**src/rtl/piso_pkg.sv**
```systemverilog
// Shared types and JK input codes for the JK-based parallel-in serial-out shifter.
package piso_pkg;

    typedef enum logic [0:0] {
        IDLE,
        SHIFT
    } state_e;

    // {J, K} codes applied to a JK cell
    localparam logic [1:0] HOLD = 2'b00;
    localparam logic [1:0] RST0 = 2'b01;
    localparam logic [1:0] SET1 = 2'b10;
    localparam logic [1:0] TOG  = 2'b11;

endpackage

```
**src/rtl/jk_ff_arn.sv**
```systemverilog
// JK flip-flop with asynchronous active-low clear and complementary output.
module jk_ff_arn
    import piso_pkg::*;
(
    input  logic clk_i,
    input  logic rst_ni,
    input  logic j_i,
    input  logic k_i,
    output logic q_o,
    output logic qb_o
);

    logic q_q;

    always_ff @(posedge clk_i or negedge rst_ni) begin
        if (!rst_ni) begin
            q_q <= 1'b0;
        end else begin
            case ({j_i, k_i})
                HOLD:    q_q <= q_q;
                RST0:    q_q <= 1'b0;
                SET1:    q_q <= 1'b1;
                TOG:     q_q <= ~q_q;
                default: q_q <= q_q;
            endcase
        end
    end

    assign q_o  = q_q;
    assign qb_o = ~q_q;

endmodule

```
**src/rtl/piso_using_jk.sv**
```systemverilog
// Parallel-in serial-out shifter built from JK cells; sends words MSB first with
// a valid/ready load handshake and back-to-back reload on the last-bit cycle.
module piso_using_jk
    import piso_pkg::*;
#(
    parameter int unsigned WIDTH = 4
) (
    input  logic             clk,
    input  logic             rst,
    input  logic             load_valid,
    input  logic [WIDTH-1:0] pdata,
    output logic             load_ready,
    output logic             sout,
    output logic             sout_valid,
    output logic             sout_last
);

    localparam int unsigned    CntW   = (WIDTH > 1) ? $clog2(WIDTH) : 1;
    localparam logic [CntW-1:0] CntMax = CntW'(WIDTH - 1);

    state_e            state_q, state_d;
    logic [CntW-1:0]   cnt_q, cnt_d;
    logic [WIDTH-1:0]  sreg_q;
    logic [WIDTH-1:0]  sreg_b;
    logic              last, accept, do_shift, do_clear;
    logic              unused_qb;

    assign last       = (state_q == SHIFT) && (cnt_q == CntMax);
    assign load_ready = (state_q == IDLE) || last;
    assign accept     = load_valid && load_ready;
    assign do_shift   = (state_q == SHIFT) && !last;
    assign do_clear   = last && !accept;

    for (genvar i = 0; i < WIDTH; i++) begin : g_cell
        logic       shift_j, shift_k;
        logic [1:0] jk;

        // The complement output of the neighbour supplies K directly when shifting
        if (i == 0) begin : g_lsb
            assign shift_j = 1'b0;
            assign shift_k = 1'b1;
        end else begin : g_bit
            assign shift_j = sreg_q[i-1];
            assign shift_k = sreg_b[i-1];
        end

        always_comb begin
            jk = HOLD;
            if (accept) begin
                jk = {pdata[i], ~pdata[i]};
            end else if (do_shift) begin
                jk = {shift_j, shift_k};
            end else if (do_clear) begin
                jk = RST0;
            end
        end

        jk_ff_arn u_cell (
            .clk_i  (clk),
            .rst_ni (rst),
            .j_i    (jk[1]),
            .k_i    (jk[0]),
            .q_o    (sreg_q[i]),
            .qb_o   (sreg_b[i])
        );
    end

    assign unused_qb = sreg_b[WIDTH-1];

    always_ff @(posedge clk or negedge rst) begin
        if (!rst) begin
            state_q <= IDLE;
            cnt_q   <= '0;
        end else begin
            state_q <= state_d;
            cnt_q   <= cnt_d;
        end
    end

    always_comb begin
        state_d = state_q;
        cnt_d   = cnt_q;
        unique case (state_q)
            IDLE: begin
                if (accept) begin
                    state_d = SHIFT;
                    cnt_d   = '0;
                end
            end
            SHIFT: begin
                if (last) begin
                    state_d = accept ? SHIFT : IDLE;
                    cnt_d   = '0;
                end else begin
                    cnt_d = cnt_q + CntW'(1);
                end
            end
            default: begin
                state_d = IDLE;
                cnt_d   = '0;
            end
        endcase
    end

    assign sout_valid = (state_q == SHIFT);
    assign sout       = sout_valid && sreg_q[WIDTH-1];
    assign sout_last  = last;

endmodule

```
**config.mk**
```make
export PLATFORM = sky130hd
export DESIGN_NAME = piso_using_jk
export DESIGN_NICKNAME = d
export VERILOG_FILES = /design/src/rtl/piso_pkg.sv /design/src/rtl/jk_ff_arn.sv /design/src/rtl/piso_using_jk.sv
export SDC_FILE = /design/constraint.sdc
export NUM_CORES = 1
export LEC_CHECK = 0
export CAP_MARGIN = 20
export CORE_AREA = 2 2 39 41
export DETAILED_ROUTE_END_ITERATION = 16
export DIE_AREA = 0 0 41 43
export PLACE_DENSITY = 0.58
export SLEW_MARGIN = 30
export SYNTH_ARGS = -nofsm -noshare
export SYNTH_HDL_FRONTEND = slang
export SYNTH_SLANG_ARGS = --single-unit
```
**constraint.sdc**
```tcl
create_clock -name clk -period 2.5 [get_ports clk]
set_clock_uncertainty 0.2 [all_clocks]
set_input_delay 0.5 -clock clk [delete_from_list [all_inputs] [get_ports clk]]
set_output_delay 0.5 -clock clk [all_outputs]
set_load 0.05 [all_outputs]
```
## After elaboration in Yosys (flattened, before gate mapping)

Cells that the tools add are included.

| word-level totals | value |
|---|---|
| logic and storage cells | 61 |
| memory bits (read-only) | 0 |
| bits in writable memories | 0 |
| memories kept | 0 |
| output and inout port bits | 4 |
| bits in latches | 0 |
| register bits | 7 |

| cells by class | value |
|---|---|
| equality and inequality tests | 14 |
| magnitude comparators | 0 |
| reductions and logical operators | 12 |
| add/subtract/negate cells | 1 |
| multiplexer cells | 19 |
| div/mod/pow operators | 0 |
| shift-type cells | 0 |
| bitwise operators | 9 |
| multipliers | 0 |

Operator list:

| operator | number |
|---|---|
| two-way mux 2 bit | 10 |
| equality test 2 bit, second input constant | 9 |
| one-hot mux 1 bit (3 select lines) | 4 |
| NOT 1 bit | 9 |
| equality test 2 x 1 -> 1 bit, second input constant | 4 |
| logical NOT 2 bit | 4 |
| logical AND 1 bit | 5 |
| one-hot mux 2 bit (2 select lines) | 1 |
| two-way mux 1 bit | 3 |
| adder 2 x 1 -> 2 bit, second input constant | 1 |
| logical NOT 1 bit | 2 |
| != test 2 bit, second input constant | 1 |
| one-hot mux 1 bit (2 select lines) | 1 |
| logical OR 1 bit | 1 |

## Depth between registers and ports, before layout

Gate-level depths: netlist (run 1).

| depth | value |
|---|---|
| depth in word-level cells | 11 |
| gate-level depth with buffers | 4 |

## Cells and area by module

Synthesis (run 1) repeated with hierarchy kept, for this count alone.

| second synthesis, totals | value |
|---|---|
| cell total of the unflattened synthesis | 53 |
| area, all modules | 450.4 um2 |

Modules (own cells, without submodules):

| module | cells an instance | area an instance (um2) | times used |
|---|---|---|---|
| piso_using_jk | 37 | 300.3 | 1 |
| jk_ff_arn | 4 | 37.5 | 4 |

## Worst setup path before layout (run 1)

OpenSTA, ideal clock, no wires.

| timing | value |
|---|---|
| kind | register to output |
| start | reg state_q (netlist: sout_valid) |
| end | out sout |
| cell stages (with the launch flop) | 3 |
| required time | 1800 ps |
| setup slack | 550 ps |
| data arrival time | 1250 ps |
| path through | dfrtp_1 > buf_6 > and2_1 |

| between the ends | value |
|---|---|
| longest elaborated chain between the ends | 1 |

Ends and longest elaborated chain:

| what | line | source |
|---|---|---|
| start: declaration | piso_using_jk.sv:21 | `state_e state_q, state_d;` |
| start signal: assignment | piso_using_jk.sv:75 | `state_q <= state_d;` |
| logical AND 1 bit | piso_using_jk.sv:106 | `assign sout = sout_valid && sreg_q[WIDTH-1];` |
| end: declaration | piso_using_jk.sv:13 | `output logic sout,` |

No other way between the ends.

## Worst setup path after layout (run 1)

| timing | value |
|---|---|
| start | reg state_q (netlist: sout_valid) |
| end | out sout_valid |

RTL lines:

| what | line | source |
|---|---|---|
| end: declaration | piso_using_jk.sv:14 | `output logic sout_valid,` |

No word-level cell between the ends.

==> results of run 1 <==
[worst min-delay path by stage]
| stage | depth (start not counted) | from | slack [ns] | end |
|---|---|---|---|---|
| 3_3_place_gp | 1 | cnt_q[1] | 0.28 | cnt_q[1] |
| 2_1_floorplan | 0 | rst | 0.004 | cnt_q[0] |
| 5_1_grt | 1 | rst | 0.33 | g_cell[3].u_cell.q_o |
| 6_report | 1 | g_cell[0].u_cell.q_o | 0.30 | g_cell[0].u_cell.q_o |
| 3_5_place_dp | 1 | g_cell[0].u_cell.q_o | 0.28 | g_cell[0].u_cell.q_o |
| 4_1_cts | 1 | g_cell[0].u_cell.q_o | 0.30 | g_cell[0].u_cell.q_o |
[per-layer routing]
| layer | share of wire (%) | vias to the layer above | wire (um) | GRT usage, % |
|---|---|---|---|---|
| met2 | 54 | 6 | 385 | 16.6 |
| met3 | 8.2 | 0 | 58 | 7.33 |
| met1 | 38 | 132 | 267 | 7.95 |
| met5 | 0 | - | 0 | 0 |
| li1 | - | 130 | - | - |
| met4 | 0 | 0 | 0 | 8.00 |
[state kept, by name (all words and copies together), names as in the netlist]
signal             flops
cnt_q                  2
g_cell.u_cell.q_o      4
sout_valid             1
[per-stage QoR]
stage	worst slack [ns]	cells
5_1_grt	0.340	57
6_report	0.416	57
3_3_place_gp	0.662	53
4_1_cts	0.391	57
2_1_floorplan	0.550	29
3_5_place_dp	0.611	53
[area by class of cell]
| cell class | instances | area (um^2) |
|---|---|---|
| fillers | 153 | 903 |
| flip-flops and latches | 7 | 175 |
| multi-input cells | 18 | 155 |
| repair buffers | 11 | 100 |
| clock buffers | 4 | 26.3 |
| well taps | 16 | 20.0 |
| inverters | 1 | 3.75 |
[report_power, final]
group	leakage, nW	internal (W)	switching (W)
sequential	0.0872	0.000161	0.0000224
combinational	0.118	0.000146	0.000193
clock	0.0150	0.0000609	0.0000420
[layout by cell type (no fill, tap or decap), drive strengths merged]
cell           n
or2b           1
and2           2
nor3b          3
clkdlybuf4s50  7
a32o           1
nand2b         1
a2bb2o         1
nor2           1
inv            1
mux2           1
clkbuf         4
ha             1
and3b          3
a311o          3
dfrtp          7
buf            4
[cells by family after synthesis]
kind of cell    Yosys count  share of synthesized area [%]
simple gates             11                           22.5
mux                       1                           3.11
buf+inv                   4                           8.65
flops                     7                           48.4
compound gates            5                           13.8
fa+ha+maj                 1                           3.46
==> results by group, run 1 <==
Outcome
  – Status: finished clean

Layout
  – Layout Area Growth over Synthesis: 32.9%
  – Number of antenna cells inserted: 0
  – Fraction of layout instances using a drive strength above 1: 24.4%
  – Utilization after layout: 34.7%
  – Total non-filler cell area in the finished layout: 480 um^2
  – Nets@finish: 50

Detailed routing
  – Number of DRC markers after the initial detailed-route iteration: 1
  – Number of nets with antenna violations after routing: 0
  – Via total after detailed routing: 268
  – Number of remaining DRC errors: 0
  – Detailed Route WL: 710 um
  – Average routed wire per standard cell: 12.5 um
  – DRT Pass-1 Iters: 2
  – DR vias/cell: 4.70

Synthesis
  – Proportion of register bits with asynchronous set or reset after synthesis: 100%
  – Number of library cell types mapped by synthesis: 17
  – Number of nets produced by synthesis: 37
  – Synth warnings: 0
  – Most frequently used cell type in the post-synthesis netlist: dfrtp_1
  – Cell count after synthesis: 29
  – Post-synthesis register bit count: 7
  – Top post-synthesis cells by area: dfrtp_1 (48%), a311o_1 (8.3%), buf_6 (6.2%), nor3b_1 (6.2%), and3b_1 (4.8%)
  – Synthesized area divided by synthesized cell count: 12.5 um^2
  – Most area-hungry cell type in the Yosys netlist: dfrtp_1
  – Share of the yosys chip area belonging to registers: 48.4%
  – EDFF count, synth: 0
  – Fraction of post-synthesis cell area in the top cell type by area: 48.4%
  – Cell Area, Synth: 362 um^2
  – Leading cell types by count after synthesis: dfrtp_1 (7), a311o_1 (3), nor3b_1 (3), and3b_1 (2), buf_6 (2)
  – Most frequently used flop master after synthesis: dfrtp_1

STA
  – Final Hold Fails: 0
  – Unrepaired setup endpoints after global routing: false
  – Worst Hold Margin: 0.303 ns
  – F_max: 0.480 GHz
  – Tightest Pin Transition: 0.495 ns
  – Final Max Tran Viols: 0
  – Sum of negative setup slack: 0 ns
  – Min Tclk post-route: 2.08 ns
  – Fin crit share: 83.4%
  – Worst slew margin relative to its limit: 66.9%
  – Final setup violation count: 0

Clock tree
  – Reg clk slew, reported paths: 0.05 ns
  – CTS tree: built
  – Setup bufs post-CTS: 0
  – Post_cts resized: 0
  – Number of clock sinks seen by CTS: 7
  – Hold buffer count at cts: 0
  – Number of H-tree levels: 1
  – Clock Root Buffer: clkbuf_4
  – Clock network latency to the later pin of the worst-skew pair: 0.25 ns
  – Maximum number of buffers from clock root to sink: 2
  – Total CTS buffers: 3

Worst setup path
  – Critical Path End Type: output pin
  – Arrival time at the worst endpoint: 1.38 ns
  – Master of the slowest instance on the critical path: clkdlybuf4s50_1
  – Worst Reg-to-Reg Cells: 3
  – Stages on worst setup path: 1
  – Minimum setup slack among reg-to-reg paths: 0.90 ns
  – Endpoint of the worst-slack reg-to-reg timing path: g_cell[1].u_cell.q_o
  – Worst Setup Path Type: flip-flop to output pin
  – Buffers plus inverters on the worst setup path: 1
  – Element type at the critical path start: flip-flop
  – Worst R2R Start: cnt_q[0]
  – Delay-heaviest family, CP: buffers and inverters
  – Critical path peak fanout: 2
  – Crit-path cells: clkdlybuf4s50_1
  – End point of the critical path: sout_valid
  – Critical Path Max Stage Delay: 0.80 ns
  – Crit path launch: sout_valid
  – CP Data Required Time: 1.80 ns

Flow run
  – # Max-Cap Violations: 0

Global routing
  – Number of antenna violations at the first check in global routing: 0
  – Overflow left after global routing: 0
  – Maximum number of pins on one net before global-route repair: 12
  – Number of global-route vias before repair: 296
  – First-pass GRT wire length: 1130 um
  – Overall global routing resource usage: 10.4%

Floorplanning
  – Total Die Area: 1760 um^2
  – Placeable core area: 1380 um^2
  – Die Span Y: 43 um
  – Number of placed I/O pins: 11
  – Row count: 14
  – Die width: 41 um
  – Initial Utilization: 26.1%

Power
  – Power per cell area: 1300 nW/um^2
  – Leakage power summed over all cells: 0.220 nW
  – Peak supply drop: 0.000489 V
  – Total power: 0.000626 W

Placement
  – Routability-driven placement congestion ratio: 0.724
  – Total half-perimeter wirelength after legalization and detailed placement: 504 um
  – Area after DPL: 454 um^2
  – Number of buffer cells added on primary ports: 10

Min path
  – Min-delay worst type: flip-flop to flip-flop
No activity file was read; power rests on OpenSTA's default activity.
==> inputs of run 2 (changes only) <==
clock period = 2.12 ns   (was 2.5 ns; I/O delays follow)
==> run 2 against run 1 <==
Combinational power increased by 30%. Clock power up 17%. Worst setup slack lost 0.25 ns. Clock-buffer cell count unchanged. Critical path depth grew 2. Total power rose by 27%. Flip-flop and latch count stayed put.
==> results by group, run 2 (synthesis gave the netlist of run 1 again) <==
Outcome
  – Status: finished clean

Layout
  – Layout Area Growth over Synthesis: 37.7%
  – Number of flip-flops under the largest register name: 4
  – Number of antenna cells inserted: 0
  – Fraction of layout instances using a drive strength above 1: 27.5%
  – Count of non-filler cells in the finished layout: 56
  – Area taken by flip-flops and latches: 175 um^2
  – Most common cell after layout, fill and taps aside: dfrtp_1
  – Most frequent cells in the layout: dfrtp_1 (7), clkdlybuf4s50_1 (6), nor3b_1 (3), a311o_1 (3), clkbuf_4 (3)
  – Nets@finish: 49
  – Fill cells: 141
  – Area occupied by multi-input gates: 158 um^2

Min path
  – Min-delay worst type: input port to async pin

Clock tree
  – Clock network latency to the later pin of the worst-skew pair: 0.25 ns
  – Total CTS buffers: 3
  – Clock Root Buffer: clkbuf_4
  – Number of H-tree levels: 1
  – Number of clock sinks seen by CTS: 7
  – CTS tree: built
  – Reg clk slew, reported paths: 0.05 ns
  – Post_cts resized: 0
  – Hold buffer count at cts: 0
  – Setup bufs post-CTS: 0
  – Maximum number of buffers from clock root to sink: 2

STA
  – Final Hold Fails: 0
  – Min Tclk post-route: 1.95 ns
  – Sum of negative setup slack: 0 ns
  – Worst slew margin relative to its limit: 77.7%
  – Final setup violation count: 0
  – Fin crit share: 92.0%
  – F_max: 0.513 GHz
  – Final Max Tran Viols: 0
  – Tightest Pin Transition: 0.333 ns
  – Unrepaired setup endpoints after global routing: false

Global routing
  – Overflow left after global routing: 0
  – Maximum number of pins on one net before global-route repair: 13
  – Number of global-route vias before repair: 292
  – Overall global routing resource usage: 11.4%
  – First-pass GRT wire length: 1260 um
  – Number of antenna violations at the first check in global routing: 0

Floorplanning
  – Total Die Area: 1760 um^2
  – Die Span Y: 43 um
  – Placeable core area: 1380 um^2
  – Die width: 41 um
  – Number of placed I/O pins: 11
  – Row count: 14
  – Initial Utilization: 26.1%

Worst setup path
  – Element type at the critical path start: flip-flop
  – Arrival time at the worst endpoint: 1.33 ns
  – Critical path peak fanout: 7
  – CP Data Required Time: 1.50 ns
  – Worst Setup Path Type: flip-flop to output pin
  – Critical Path End Type: output pin

Detailed routing
  – Number of nets with antenna violations after routing: 0
  – DR vias/cell: 4.64
  – Number of remaining DRC errors: 0
  – Via total after detailed routing: 260
  – DRT Pass-1 Iters: 2
  – Average routed wire per standard cell: 13.0 um
  – Number of DRC markers after the initial detailed-route iteration: 2
  – Detailed Route WL: 727 um

Placement
  – Total half-perimeter wirelength after legalization and detailed placement: 560 um
  – Routability-driven placement congestion ratio: 0.676
  – Instance count after placement with tap cells included: 52
  – Number of buffer cells added on primary ports: 10

Flow run
  – # Max-Cap Violations: 0

Power
  – Leakage power summed over all cells: 0.223 nW
  – Power per cell area: 1590 nW/um^2
  – Peak supply drop: 0.000622 V
run 2: changes by cell type in the layout (fill, tap and decap cells not counted), sizes merged:
cell / delta
clkdlybuf4s50: -1
run 2: final timing paths:
check,from,to,depth (start not counted),slack (ns)
max,cnt_q[0],load_ready,3,0.17
min,rst,sout_valid,1,0.24
max reg2reg,cnt_q[0],g_cell[3].u_cell.q_o,3,0.51
min reg2reg,g_cell[0].u_cell.q_o,g_cell[0].u_cell.q_o,1,0.30
max in group asynchronous,rst,g_cell[3].u_cell.q_o,1,1.23
min in group clk,g_cell[0].u_cell.q_o,g_cell[0].u_cell.q_o,1,0.30
run 2: metal layers:
layer,GRT usage (%),wire length [um]
met3,5.24,42
met4,10.0,10
met2,16.9,377
met5,0,0
met1,11.2,296
run 2: critical path, cell delays in order (launching register included):
cell and delay [ns]:
dfrtp_1 0.38, ha_1 0.24, nand2b_2 0.26, buf_12 0.19
run 2: cell type report:
type                       instances  area share [%]
multi-input combinational         18            31.7
inverter                           1           0.754
clock buffer                       4            5.28
timing repair buffer              10            23.1
tap                               16            4.02
sequential                         7            35.2
run 2: report_power, final:
group | total [W] | internal [W] | switching, W
logic | 0.000442 | 0.000218 | 0.000224
registers | 0.000231 | 0.000190 | 0.0000413
clock network | 0.000121 | 0.0000718 | 0.0000488
total | 0.000794 | 0.000479 | 0.000315
run 2: stage by stage:
step,setup slack (ns),hold slack (ns),util [%],area [um^2],total power (W)
finish,0.169,0.239,36.0,498,0.000794
global route,0.0658,0.252,36.0,498,0.000852
CTS,0.0808,0.243,35.8,495,0.000807
detailed placement,0.327,0.280,33.9,469,0.000679
global placement,0.363,0.274,33.9,469,0.000663
floorplan,0.246,-0.0716,-,362,0.000543
